<file path="src/rtl/spike_aer_encoder.sv">
// sync_fifo: generic single-clock FIFO with reset-cleared storage and a held read port.
// Latency: a pushed entry is visible on pop_dat the cycle after the push edge.
// Backpressure: the writer must not push when count == DEPTH; pop_rdy while empty is ignored.
module sync_fifo #(
    parameter int W     = 8,
    parameter int DEPTH = 8
) (
    input  logic                     clk,
    input  logic                     reset,
    input  logic                     push_vld,
    input  logic [W-1:0]             push_dat,
    input  logic                     pop_rdy,
    output logic                     pop_vld,
    output logic [W-1:0]             pop_dat,
    output logic [$clog2(DEPTH):0]   count
);
    localparam int PTR_W = $clog2(DEPTH);
    localparam int CNT_W = PTR_W + 1;

    logic [W-1:0]     mem [DEPTH];
    logic [PTR_W-1:0] wr_ptr;
    logic [PTR_W-1:0] rd_ptr;
    logic [W-1:0]     last_dat;
    logic             pop;

    assign pop_vld = (count != '0);
    assign pop     = pop_rdy && pop_vld;
    // When empty, keep presenting the most recently popped entry.
    assign pop_dat = pop_vld ? mem[rd_ptr] : last_dat;

    always_ff @(posedge clk or posedge reset) begin
        if (reset) begin
            for (int i = 0; i < DEPTH; i++) begin
                mem[i] <= '0;
            end
            wr_ptr   <= '0;
            rd_ptr   <= '0;
            count    <= '0;
            last_dat <= '0;
        end else begin
            if (push_vld) begin
                mem[wr_ptr] <= push_dat;
                wr_ptr      <= wr_ptr + PTR_W'(1);
            end
            if (pop) begin
                rd_ptr   <= rd_ptr + PTR_W'(1);
                last_dat <= mem[rd_ptr];
            end
            case ({push_vld, pop})
                2'b10:   count <= count + CNT_W'(1);
                2'b01:   count <= count - CNT_W'(1);
                default: count <= count;
            endcase
        end
    end
endmodule

// spike_aer_encoder: round-robin arbiter turning neuron spike pulses into {addr, ts} AER events.
// Latency: spike sampled at edge k, granted and pushed at edge k+1, aer_valid after edge k+1.
// Backpressure: full FIFO stalls grants; one event per neuron waits in pending, extra spikes drop and set overflow.
module spike_aer_encoder #(
    parameter int N_NEURONS  = 8,
    parameter int ADDR_W     = 3,
    parameter int TS_W       = 16,
    parameter int FIFO_DEPTH = 8
) (
    input  logic                          clk,
    input  logic                          reset,
    input  logic [N_NEURONS-1:0]          spike_in,
    output logic                          aer_valid,
    input  logic                          aer_ready,
    output logic [ADDR_W-1:0]             aer_addr,
    output logic [TS_W-1:0]               aer_ts,
    output logic [$clog2(FIFO_DEPTH):0]   fifo_count,
    output logic                          overflow,
    input  logic                          clear_overflow
);
    localparam int CNT_W = $clog2(FIFO_DEPTH) + 1;
    localparam logic [ADDR_W:0]   N_EXT  = (ADDR_W + 1)'(N_NEURONS);
    localparam logic [ADDR_W-1:0] LAST   = ADDR_W'(N_NEURONS - 1);
    localparam logic [CNT_W-1:0]  FULL_C = CNT_W'(FIFO_DEPTH);

    typedef struct packed {
        logic [ADDR_W-1:0] addr;
        logic [TS_W-1:0]   ts;
    } aer_evt_t;

    logic [N_NEURONS-1:0]   pending;
    logic [ADDR_W-1:0]      rr_ptr;
    logic [TS_W-1:0]        ts_cnt;

    logic [2*N_NEURONS-1:0] pend_dbl;
    logic [N_NEURONS-1:0]   pend_rot;
    logic                   found;
    logic [ADDR_W-1:0]      grant_off;
    logic [ADDR_W:0]        win_sum;
    logic [ADDR_W-1:0]      win_idx;
    logic                   grant_vld;
    logic [N_NEURONS-1:0]   grant_vec;
    logic                   drop;

    aer_evt_t               push_evt;
    aer_evt_t               head_evt;

    // Rotate pending so bit 0 of pend_rot is the neuron at rr_ptr.
    assign pend_dbl = {pending, pending};
    assign pend_rot = pend_dbl[rr_ptr +: N_NEURONS];

    always_comb begin
        found     = 1'b0;
        grant_off = '0;
        for (int j = 0; j < N_NEURONS; j++) begin
            if (!found && pend_rot[j]) begin
                found     = 1'b1;
                grant_off = ADDR_W'(j);
            end
        end
        win_sum = {1'b0, rr_ptr} + {1'b0, grant_off};
        win_idx = (win_sum >= N_EXT) ? ADDR_W'(win_sum - N_EXT) : ADDR_W'(win_sum);
    end

    // Full is judged on the registered count, so a same-cycle pop never frees a slot for a grant.
    assign grant_vld = found && (fifo_count != FULL_C);
    assign grant_vec = grant_vld ? (N_NEURONS'(1) << win_idx) : '0;
    assign drop      = |(pending & ~grant_vec & spike_in);

    assign push_evt.addr = win_idx;
    assign push_evt.ts   = ts_cnt;

    always_ff @(posedge clk or posedge reset) begin
        if (reset) begin
            pending  <= '0;
            rr_ptr   <= '0;
            ts_cnt   <= '0;
            overflow <= 1'b0;
        end else begin
            ts_cnt  <= ts_cnt + TS_W'(1);
            pending <= (pending & ~grant_vec) | spike_in;
            if (grant_vld) begin
                rr_ptr <= (win_idx == LAST) ? '0 : win_idx + ADDR_W'(1);
            end
            if (drop) begin
                overflow <= 1'b1;
            end else if (clear_overflow) begin
                overflow <= 1'b0;
            end
        end
    end

    sync_fifo #(
        .W     (ADDR_W + TS_W),
        .DEPTH (FIFO_DEPTH)
    ) u_evt_fifo (
        .clk      (clk),
        .reset    (reset),
        .push_vld (grant_vld),
        .push_dat (push_evt),
        .pop_rdy  (aer_ready),
        .pop_vld  (aer_valid),
        .pop_dat  (head_evt),
        .count    (fifo_count)
    );

    assign aer_addr = head_evt.addr;
    assign aer_ts   = head_evt.ts;
endmodule

</file>
<file path="config.mk">
export PLATFORM = sky130hd
export DESIGN_NAME = spike_aer_encoder
export DESIGN_NICKNAME = d
export VERILOG_FILES = /design/src/rtl/spike_aer_encoder.sv
export SDC_FILE = /design/constraint.sdc
export NUM_CORES = 1
export LEC_CHECK = 0
export BUFFER_PORTS_ARGS = -buffer_cell sky130_fd_sc_hd__buf_2
export CAP_MARGIN = 20
export CORE_ASPECT_RATIO = 0.9
export CORE_MARGIN = 1
export CORE_UTILIZATION = 55
export DETAILED_ROUTE_END_ITERATION = 8
export GPL_TIMING_DRIVEN = 0
export PLACE_DENSITY = 0.76
export SLEW_MARGIN = 5
export SYNTH_ARGS = -nofsm -noshare
export SYNTH_HDL_FRONTEND = slang
export SYNTH_HIERARCHICAL = 1
export SYNTH_SLANG_ARGS = --single-unit
export TNS_END_PERCENT = 5
</file>
<file path="constraint.sdc">
create_clock -name clk -period 15 [get_ports clk]
set_input_delay 3 -clock clk [delete_from_list [all_inputs] [get_ports clk]]
set_output_delay 3 -clock clk [all_outputs]
set_load 0.01 [all_outputs]
</file>
==> results of run 1 <==
[report_power, final]
| group | internal (mW) | switching [mW] |
|---|---|---|
| combinational | 0.572 | 0.652 |
| sequential | 0.713 | 0.0899 |
| clock | 0.355 | 0.227 |
| total | 1.64 | 0.969 |
[synthesized netlist by cell type (all sizes together), types with 10 or more instances]
master	count	area, um2
dfrtp	209	5230
mux2	198	2270
nand2	81	312
o21ai	51	259
mux2i	46	460
buf	43	369
o22ai	20	125
a221o	19	190
xnor2	17	149
a21o	14	113
ha	13	163
inv	12	45.1
nor2	11	41.3
clkbuf	10	42.5
nand3	10	50.1
[final timing paths]
| path | depth (start not counted) | endpoint | slack, ns | from |
|---|---|---|---|---|
| max in group asynchronous | 3 | u_evt_fifo/mem[124]$_DFFE_PP0P_ | 11.52 | reset |
| hold / removal | 2 | u_evt_fifo/last_dat[6]$_DFFE_PP0N_ | 0.48 | u_evt_fifo/last_dat[6]$_DFFE_PP0N_ |
| min in group asynchronous | 2 | u_evt_fifo/count[3]$_DFFE_PP0P_ | 2.55 | reset |
| setup reg to reg | 17 | overflow$_DFFE_PP0P_ | 10.19 | pending[4]$_DFF_PP0_ |
| setup / recovery | 6 | aer_addr[1] | 9.36 | u_evt_fifo/count[1]$_DFFE_PP0P_ |
| hold reg to reg | 2 | u_evt_fifo/last_dat[6]$_DFFE_PP0N_ | 0.48 | u_evt_fifo/last_dat[6]$_DFFE_PP0N_ |
[registers in the layout, indices dropped and copies added (netlist names)]
signal	cells
u_evt_fifo/last_dat	19
u_evt_fifo/count	4
overflow	1
pending	8
ts_cnt	16
u_evt_fifo/mem	152
u_evt_fifo/wr_ptr	3
rr_ptr	3
u_evt_fifo/rd_ptr	3
[layout make-up]
class / count / share of cell area
flip-flops and latches: 209 / 0.436
inverters: 12 / 0.00438
multi-input cells: 569 / 0.415
plain buffers: 53 / 0.0343
clock buffers: 29 / 0.0532
well taps: 245 / 0.0256
repair buffers: 38 / 0.0186
clock inverters: 12 / 0.0130
[worst reg2reg max path, delay by kind of cell, from the launching register on]
family / cells / cell delay (ns)
adder cells (fa/ha/maj): 3 / 0.86
AND/OR/NAND/NOR: 3 / 0.35
buffers and inverters: 3 / 0.61
AO/OA/AOI/OAI: 6 / 1.71
XOR/XNOR: 2 / 0.75
flip-flops: 1 / 0.39
[metal layers]
metal	vias to the layer above	track usage
li1	3205	-
met1	3542	0.364
met2	176	0.390
met3	22	0.0374
met4	0	0.0515
met5	-	0
[cells by family after synthesis]
kind of cell               Yosys count
AOI/OAI and AO/OA                  135
xor gates and xnor gates            26
adders and majority gates           14
buffers and inverters               65
DFF                                209
muxes                              251
and+or+nand+nor                    143
[through the flow]
| step | utilization | cells | hold slack [ns] | worst slack [ns] | area [um2] |
|---|---|---|---|---|---|
| finish | 0.641 | 1167 | 0.481 | 9.36 | 12000 |
| global route | 0.641 | 1167 | 0.498 | 9.17 | 12000 |
| CTS | 0.641 | 1167 | 0.487 | 9.39 | 12000 |
| detailed placement | 0.598 | 1126 | 0.474 | 9.94 | 11200 |
| global placement | 0.596 | 1124 | 0.467 | 5.04 | 11100 |
| floorplan | - | 843 | 0.455 | 7.08 | 10700 |
==> impl_summary.log, run 1 <==
[metrics] synthesis-to-layout area growth: 12.5%
[metrics] largest buffer count on any clock path: 3
[metrics] core outline area: 18,700 um2
[metrics] worst slew slack as a fraction of its limit: 0.418
[metrics] sum of negative setup slack: 0 ns
[metrics] post-synthesis xor/xnor area fraction: 0.0214
[metrics] Synth Net Count: 869
[metrics] Post-synth EDFFs: 0
[metrics] number of synthesis warnings: 6
[metrics] area taken by flip-flops and latches: 5230 um2
[metrics] slew at the pin closest to its max-slew limit: 0.869 ns
[metrics] vias in the first global route: 7,000
[metrics] number of instances resized during post-cts repair: 0
[metrics] full die area: 19,900 um2
[metrics] static leakage: 5.53 nW
[metrics] most frequent cells in the layout: 209 x dfrtp_1, 176 x mux2_2, 80 x nand2_1, 52 x buf_2, 46 x mux2i_1
[metrics] commonest non-fill, non-tap cell in the layout: dfrtp_1
[metrics] wire length on met3: 1190 um
[metrics] share of the cycle needed by the critical path after routing: 0.376
[metrics] Die Wd: 149 um
[metrics] number of vias after detailed routing: 6,945
[metrics] post-synth cell types: 69
[metrics] Post-synth top flop: dfrtp_1
[metrics] combinational family with the most area after synthesis: multiplexers
[metrics] Crit. End Element: output pin
[metrics] initial standard-cell utilization of the core: 0.570
[metrics] endpoints failing hold: 0
[metrics] final-stage net count: 932
[metrics] detailed-route wire length: 23,600 um
[metrics] post-synthesis compound-gate area fraction: 0.0864
[metrics] highest net fanout along the worst path: 10
[metrics] Worst Path Arrival: 2.64 ns
[metrics] CP max stage delay: 0.62 ns
[metrics] Pre-Repair DR Iteration Count: 7
[metrics] final RePlAce weighted congestion: 0.908
[metrics] number of hold buffers added after cts: 0
[metrics] wire length of the first global-routing pass: 38,500 um
[metrics] f_max: 0.177 GHz
[metrics] clock buffers created by TritonCTS: 23
[metrics] via density per instance: 5.95
[metrics] Worst VDD drop: 0.114 mV
[metrics] multiplexer share of the synthesized area: 0.271
[metrics] post-CTS setup-driven buffer insertion count: 0
[metrics] count of standard-cell rows: 47
[metrics] Clock Sinks: 209
[metrics] Die Y: 134 um
[metrics] CTS HTree Levels: 1
[metrics] setup repair after global routing missed its margin: no
[metrics] I/O pin count: 37
[metrics] cell count after synthesis: 843
[metrics] synthesized area per cell: 12.6 um2
[metrics] routed metal-1 wire length: 11,200 um
[metrics] clock slew at reported path FFs: 0.06 ns
[metrics] initial antenna violation count: 0
[metrics] highest routed metal layer: met4
[metrics] pwr dens: 218 nW/um2
[metrics] post-route DRC violation count: 0
[metrics] Synth Register Bits: 209
[metrics] cells traversed along the worst timing path: nor4_4 > buf_4 > clkbuf_1 > nand2_1 > o21ai_1 > buf_2
[metrics] count of final max-slew check failures: 0
[metrics] total track usage: 0.248
[metrics] global route overflow: 0
[metrics] sequential cell area fraction in the yosys report: 0.491
[metrics] IO Port Bufs: 36
[metrics] Post-Route Skew: 0.0122 ns
[metrics] CTS root buffer: clkbuf_16
[metrics] CTS tree: yes
[metrics] number of max-cap violations: 0
[metrics] largest net degree at the start of global routing: 107
[metrics] result of the run: completed
[metrics] number of buffer and inverter stages on the critical path: 3
[metrics] area of the multi-input gates: 4970 um2
[metrics] post-synthesis share of cell area spent on full adders, half adders and majority gates: 0.0171
[metrics] clock latency on the worst-skew pair: 0.51 ns
[metrics] startpoint type of the worst setup path: register
[metrics] critical path's slowest cell: clkbuf_1
[metrics] total power: 2.61 mW
[metrics] Final min period: 5.64 ns
[metrics] post-DP HPWL: 15,100 um
[metrics] required time at the worst-slack endpoint: 12.00 ns
[metrics] async set or reset register ratio after synthesis: 1.00
[metrics] drt wl/cell: 20.2 um
[metrics] DRC marker count from the first detailed-route iteration: 351
[metrics] type of the worst setup path: register to output pin
[metrics] met2 routed wirelength: 10,800 um
[metrics] simple-gate share of the synthesized area: 0.0706
[metrics] final-layout fill cell count: 1,439
[metrics] number of inserted diodes: 0
[metrics] HP Class: register to register
[metrics] Top delay family on crit path: buffers and inverters
[metrics] fraction of final layout cells with drive strength greater than 1: 0.355
[metrics] total standard cell area after synthesis: 10,700 um2
[metrics] antenna violation net count after detailed routing: 0
[metrics] # setup viols final: 0
Note: power is estimated with default switching activity, not from simulation.
==> run 2: changes to the inputs <==
- ABC_AREA: not set -> 1
- clock period: 15 -> 5.8 ns (I/O delays scaled with it)
==> impl_summary.log, run 2 <==
[metrics] post-DP HPWL: 18,500 um
[metrics] worst slew slack as a fraction of its limit: 0.441
[metrics] number of buffer and inverter stages on the critical path: 5
[metrics] type of the worst setup path: register to register
[metrics] final RePlAce weighted congestion: 0.877
[metrics] ranking of synthesized cells by area: dfrtp_1 50%, nand2_1 11%, o21ai_0 7.9%
[metrics] number of max-cap violations: 0
[metrics] required time at the worst-slack endpoint: 6.19 ns
[metrics] termination of the worst setup path: overflow$_DFFE_PP0P_
[metrics] count of standard-cell rows: 47
[metrics] largest net degree at the start of global routing: 38
[metrics] most instantiated library cell after synthesis: nand2_1
[metrics] IO Port Bufs: 36
[metrics] post-CTS setup-driven buffer insertion count: 0
[metrics] number of synthesis warnings: 6
[metrics] setup repair after global routing missed its margin: no
[metrics] wire length of the first global-routing pass: 43,600 um
[metrics] hold slack: 0.480 ns
[metrics] post-route DRC violation count: 0
[metrics] final non-filler cell area: 11,700 um2
[metrics] total track usage: 0.281
[metrics] biggest regs: u_evt_fifo/mem (152), u_evt_fifo/last_dat (19), ts_cnt (16)
[metrics] critical path's slowest cell: dfrtp_1
[metrics] CTS HTree Levels: 1
[metrics] launch point of the worst hold path: u_evt_fifo/last_dat[12]$_DFFE_PP0N_
[metrics] static leakage: 5.69 nW
[metrics] sequential cell area fraction in the yosys report: 0.505
[metrics] I/O pin count: 37
[metrics] total standard cell area after synthesis: 10,400 um2
[metrics] detailed-route wire length: 26,200 um
[metrics] leading cell types by count after synthesis: 315 x nand2_1, 209 x dfrtp_1, 164 x o21ai_0
[metrics] synthesized area per cell: 8.29 um2
[metrics] startpoint type of the worst setup path: register
[metrics] most frequent cells in the layout: 315 x nand2_1, 209 x dfrtp_1, 164 x o21ai_0, 131 x nor2_1, 114 x nand3_1
[metrics] depth of the most critical reg-to-reg path: 27
[metrics] Die Wd: 147 um
[metrics] async set or reset register ratio after synthesis: 1.00
[metrics] slew at the pin closest to its max-slew limit: 0.837 ns
[metrics] Final min period: 3.88 ns
[metrics] Crit Reg-Reg Endpoint: overflow$_DFFE_PP0P_
[metrics] Levels on crit path: 27
[metrics] Clock Sinks: 209
[metrics] pwr dens: 609 nW/um2
[metrics] clock slew at reported path FFs: 0.06 ns
[metrics] initial antenna violation count: 0
[metrics] share of the cycle needed by the critical path after routing: 0.670
[metrics] result of the run: completed
[metrics] count of final max-slew check failures: 0
[metrics] # setup viols final: 0
[metrics] final-stage net count: 1,342
[metrics] CP max stage delay: 0.37 ns
[metrics] number of inserted diodes: 0
[metrics] vias in the first global route: 8,484
[metrics] timing startpoint of the critical path: rr_ptr[0]$_DFFE_PP0P_
[metrics] fraction of final layout cells with drive strength greater than 1: 0.128
[metrics] max reg flops: 152
[metrics] HP Class: register to register
[metrics] clock latency on the worst-skew pair: 0.51 ns
[metrics] clock buffers created by TritonCTS: 22
[metrics] Pre-Repair DR Iteration Count: 5
[metrics] sum of negative setup slack: 0 ns
[metrics] DRC marker count from the first detailed-route iteration: 750
[metrics] commonest non-fill, non-tap cell in the layout: nand2_1
[metrics] Worst VDD drop: 0.357 mV
[metrics] number of vias after detailed routing: 8,836
[metrics] Die Y: 132 um
[metrics] CTS tree: yes
[metrics] post-place instance area: 11,000 um2
[metrics] number of hold buffers added after cts: 0
[metrics] drt wl/cell: 16.6 um
[metrics] worst reg2reg setup slack: 1.92 ns
[metrics] full die area: 19,400 um2
[metrics] synthesis-to-layout area growth: 13.2%
[metrics] number of instances resized during post-cts repair: 0
[metrics] Post-Route Skew: 0.0102 ns
[metrics] top cell type's share of synthesized area: 0.505
[metrics] endpoints failing hold: 0
[metrics] register with the most flip-flops: u_evt_fifo/mem
[metrics] startpoint of the most critical register-to-register path: rr_ptr[0]$_DFFE_PP0P_
[metrics] Synth Register Bits: 209
[metrics] post-synth cell types: 44
[metrics] cell accounting for the most synthesized area: dfrtp_1
[metrics] initial standard-cell utilization of the core: 0.563
[metrics] Crit. End Element: register
[metrics] highest net fanout along the worst path: 10
[metrics] Top delay family on crit path: simple AND/OR/NAND/NOR gates
[metrics] CTS root buffer: clkbuf_16
[metrics] via density per instance: 5.61
[metrics] f_max: 0.257 GHz
[metrics] largest buffer count on any clock path: 3
[metrics] cell count after synthesis: 1,250
[metrics] core outline area: 18,400 um2
[metrics] antenna violation net count after detailed routing: 0
[metrics] global route overflow: 0
[metrics] Synth Net Count: 1,276
[metrics] Worst Path Arrival: 4.28 ns
[metrics] Post-synth top flop: dfrtp_1
[metrics] Post-synth EDFFs: 0
==> run 2: worst min-delay path, stage by stage (launching register included) <==
cell     delay (ns)
dfrtp_1        0.34
nand2_1        0.05
nand2_1        0.06
==> run 2: final cells by class <==
cell class	instances	area (um2)
fillers	1539	6680
flip-flops and latches	209	5230
multi-input cells	886	4330
clock buffers	34	667
plain buffers	71	479
inverters	84	327
repair buffers	42	308
well taps	245	307
clock inverters	5	78.8
==> run 2: cells by family (layout without fill, tap and decap cells) <==
group           Yosys count  count (layout)  share of synthesized area
buf+inv                 155             236                     0.0774
fa+ha+maj                14              14                     0.0176
xor+xnor                 22              22                     0.0186
flops                   209             209                      0.505
compound gates          249             249                      0.131
simple gates            601             601                      0.251
==> run 2: power breakdown <==
| part | switching, mW | leakage, nW | internal [mW] | total [mW] |
|---|---|---|---|---|
| logic | 2.41 | 2.63 | 1.23 | 3.63 |
| registers | 0.219 | 2.69 | 1.84 | 2.05 |
| clock network | 0.575 | 0.367 | 0.880 | 1.45 |
==> run 2: through the flow <==
step,util,total power [mW],worst slack [ns],std cells
after floorplan,-,4.59,2.32,1250
after global placement,0.590,5.50,1.16,1531
after detailed placement,0.595,5.62,2.04,1536
after CTS,0.636,7.11,1.99,1575
after global routing,0.637,7.65,1.67,1576
final,0.637,7.14,1.92,1576
==> run 2: how the worst min path moves through the flow <==
stage	endpoint	slack, ns	cells after the start
3_3_place_gp	u_evt_fifo/mem[38]$_DFFE_PP0P_	0.46	2
6_report	u_evt_fifo/last_dat[12]$_DFFE_PP0N_	0.48	2
4_1_cts	u_evt_fifo/last_dat[2]$_DFFE_PP0N_	0.48	2
2_1_floorplan	u_evt_fifo/mem[116]$_DFFE_PP0P_	0.45	2
3_5_place_dp	u_evt_fifo/last_dat[2]$_DFFE_PP0N_	0.47	2
5_1_grt	u_evt_fifo/mem[80]$_DFFE_PP0P_	0.50	2
==> run 2: layer usage <==
| metal | GRT usage | vias to the layer above | wire [um] |
|---|---|---|---|
| li1 | - | 4213 | - |
| met3 | 0.0436 | 41 | 1710 |
| met1 | 0.413 | 4273 | 12200 |
| met4 | 0.0752 | 0 | 523 |
| met2 | 0.434 | 309 | 11800 |
| met5 | 0 | - | 0 |
==> run 3: changes to the inputs <==
- PLACE_DENSITY: 0.76 -> 0.79
- clock period: 5.8 -> 3.29 ns (I/O delays scaled with it)
==> impl_summary.log, run 3 (synthesized netlist as in run 2, its figures left out) <==
[metrics] Worst VDD drop: 0.681 mV
[metrics] most frequent cells in the layout: 307 x nand2_1, 209 x dfrtp_1, 159 x o21ai_0, 131 x nor2_1, 95 x nand3_1
[metrics] Top delay family on crit path: simple AND/OR/NAND/NOR gates
[metrics] HP Class: primary input to async pin
[metrics] full die area: 19,400 um2
[metrics] most frequent cell on the critical path: nand2_4
[metrics] clock buffers created by TritonCTS: 22
[metrics] Clock Sinks: 209
[metrics] number of inserted diodes: 0
[metrics] pwr dens: 1120 nW/um2
[metrics] wire length of the first global-routing pass: 43,700 um
[metrics] share of the cycle needed by the critical path after routing: 1.19
[metrics] detailed-route wire length: 28,500 um
[metrics] Worst Path Arrival: 4.32 ns
[metrics] slew at the pin closest to its max-slew limit: 0.681 ns
[metrics] post-DP HPWL: 18,700 um
[metrics] Crit Reg-Reg Endpoint: overflow$_DFFE_PP0P_
[metrics] termination of the worst setup path: overflow$_DFFE_PP0P_
[metrics] Crit. End Element: register
[metrics] type of the worst setup path: register to register
[metrics] IO Port Bufs: 36
[metrics] post-layout worst setup margin: -0.635 ns
[metrics] largest buffer count on any clock path: 3
[metrics] antenna violation net count after detailed routing: 0
[metrics] timing startpoint of the critical path: rr_ptr[0]$_DFFE_PP0P_
[metrics] Final min period: 3.92 ns
[metrics] number of placed instances, taps included: 1,536
[metrics] endpoints failing hold: 0
[metrics] highest net fanout along the worst path: 8
[metrics] CTS HTree Levels: 1
[metrics] initial antenna violation count: 0
[metrics] commonest non-fill, non-tap cell in the layout: nand2_1
[metrics] routed metal-1 wire length: 12,200 um
[metrics] DRC marker count from the first detailed-route iteration: 1,069
[metrics] total track usage: 0.282
[metrics] count of standard-cell rows: 47
[metrics] total power: 13.7 mW
[metrics] Die Y: 132 um
[metrics] CP max stage delay: 0.42 ns
[metrics] final non-filler cell area: 12,200 um2
[metrics] static leakage: 5.82 nW
[metrics] count of final max-slew check failures: 0
[metrics] met2 routed wirelength: 13,200 um
[metrics] Final Instance Count excl. Fillers: 1,587
[metrics] f_max: 0.255 GHz
[metrics] clock latency on the worst-skew pair: 0.51 ns
[metrics] setup repair after global routing missed its margin: yes
[metrics] post-route DRC violation count: 0
[metrics] number of vias after detailed routing: 9,196
[metrics] depth of the most critical reg-to-reg path: 27
[metrics] critical path's slowest cell: dfrtp_1
[metrics] global route overflow: 0
[metrics] I/O pin count: 37
[metrics] number of buffer and inverter stages on the critical path: 5
[metrics] worst reg2reg setup slack: -0.63 ns
[metrics] biggest regs: u_evt_fifo/mem (152), u_evt_fifo/last_dat (19), ts_cnt (16)
[metrics] initial standard-cell utilization of the core: 0.563
[metrics] final RePlAce weighted congestion: 0.894
[metrics] via density per instance: 5.79
[metrics] post-place instance area: 11,000 um2
[metrics] core outline area: 18,400 um2
[metrics] largest net degree at the start of global routing: 35
[metrics] number of hold buffers added after cts: 0
[metrics] Die Wd: 147 um
[metrics] Levels on crit path: 27
[metrics] vias in the first global route: 8,518
[metrics] fraction of final layout cells with drive strength greater than 1: 0.169
[metrics] highest routed metal layer: met4
[metrics] # setup viols final: 28
[metrics] CTS root buffer: clkbuf_16
[metrics] result of the run: finished with violations
[metrics] max reg flops: 152
[metrics] required time at the worst-slack endpoint: 3.68 ns
[metrics] final-stage net count: 1,357
[metrics] CTS tree: yes
[metrics] synthesis-to-layout area growth: 18.0%
[metrics] worst slew slack as a fraction of its limit: 0.546
[metrics] drt wl/cell: 17.9 um
[metrics] Post-Route Skew: 0.0127 ns
[metrics] startpoint type of the worst setup path: register
[metrics] clock slew at reported path FFs: 0.07 ns
[metrics] register with the most flip-flops: u_evt_fifo/mem
[metrics] post-layout utilization of the core: 0.664
[metrics] final-layout fill cell count: 1,394
[metrics] hold slack: 0.196 ns
[metrics] wire length on met3: 2300 um
[metrics] startpoint of the most critical register-to-register path: rr_ptr[0]$_DFFE_PP0P_
[metrics] number of max-cap violations: 0
[metrics] violations in the final reports: setup timing
[metrics] Pre-Repair DR Iteration Count: 7
## run 3: changes by cell type in the layout (fill, tap and decap cells not counted), moves of 6 or more
cell / before / now
buf_4: 5 / 19
nand3_2: 8 / 17
nand2_1: 315 / 307
nand3_1: 114 / 95
nand3_4: 0 / 10
inv_1: 76 / 70
## run 3: routing by layer
metal	vias to the layer above	GRT usage
met4	0	0.0787
met1	4449	0.413
met3	70	0.0433
met5	-	0
met2	441	0.437
li1	4236	-
## run 3: how the worst min path moves through the flow
| stage | start | end | cells after the start |
|---|---|---|---|
| after global placement | u_evt_fifo/mem[82]$_DFFE_PP0P_ | u_evt_fifo/mem[82]$_DFFE_PP0P_ | 2 |
| after detailed placement | u_evt_fifo/last_dat[0]$_DFFE_PP0N_ | u_evt_fifo/last_dat[0]$_DFFE_PP0N_ | 2 |
| after CTS | reset | u_evt_fifo/mem[14]$_DFFE_PP0P_ | 2 |
| final | reset | u_evt_fifo/mem[14]$_DFFE_PP0P_ | 2 |
| after global routing | reset | u_evt_fifo/mem[14]$_DFFE_PP0P_ | 2 |
| after floorplan | u_evt_fifo/mem[116]$_DFFE_PP0P_ | u_evt_fifo/mem[116]$_DFFE_PP0P_ | 2 |
## run 3: layout make-up
cell class,instances,area [um2],area share
clock inverters,7,115,0.00941
flip-flops and latches,209,5230,0.428
inverters,84,350,0.0287
clock buffers,28,634,0.0519
multi-input cells,886,4690,0.383
plain buffers,71,479,0.0392
repair buffers,57,424,0.0347
well taps,245,307,0.0251
## run 3: where the power goes
group | switching, mW | total, mW | internal (mW)
Combinational | 4.84 | 7.47 | 2.63
Sequential | 0.423 | 3.66 | 3.24
Clock | 1.02 | 2.60 | 1.58
## run 3: repair_timing
item,in CTS,in global routing
pin swaps,1,31
setup buffers,2,12
cloned,0,1
gates resized for setup,6,79
setup endpoints to repair,16,25
## run 3: through the flow
step	setup TNS [ns]	worst slack (ns)
2_1_floorplan	-0.0243	-0.0243
3_3_place_gp	-145.62	-0.812
3_5_place_dp	-1.84	-0.459
4_1_cts	-0.485	-0.300
5_1_grt	-12.12	-0.746
6_report	-6.89	-0.635
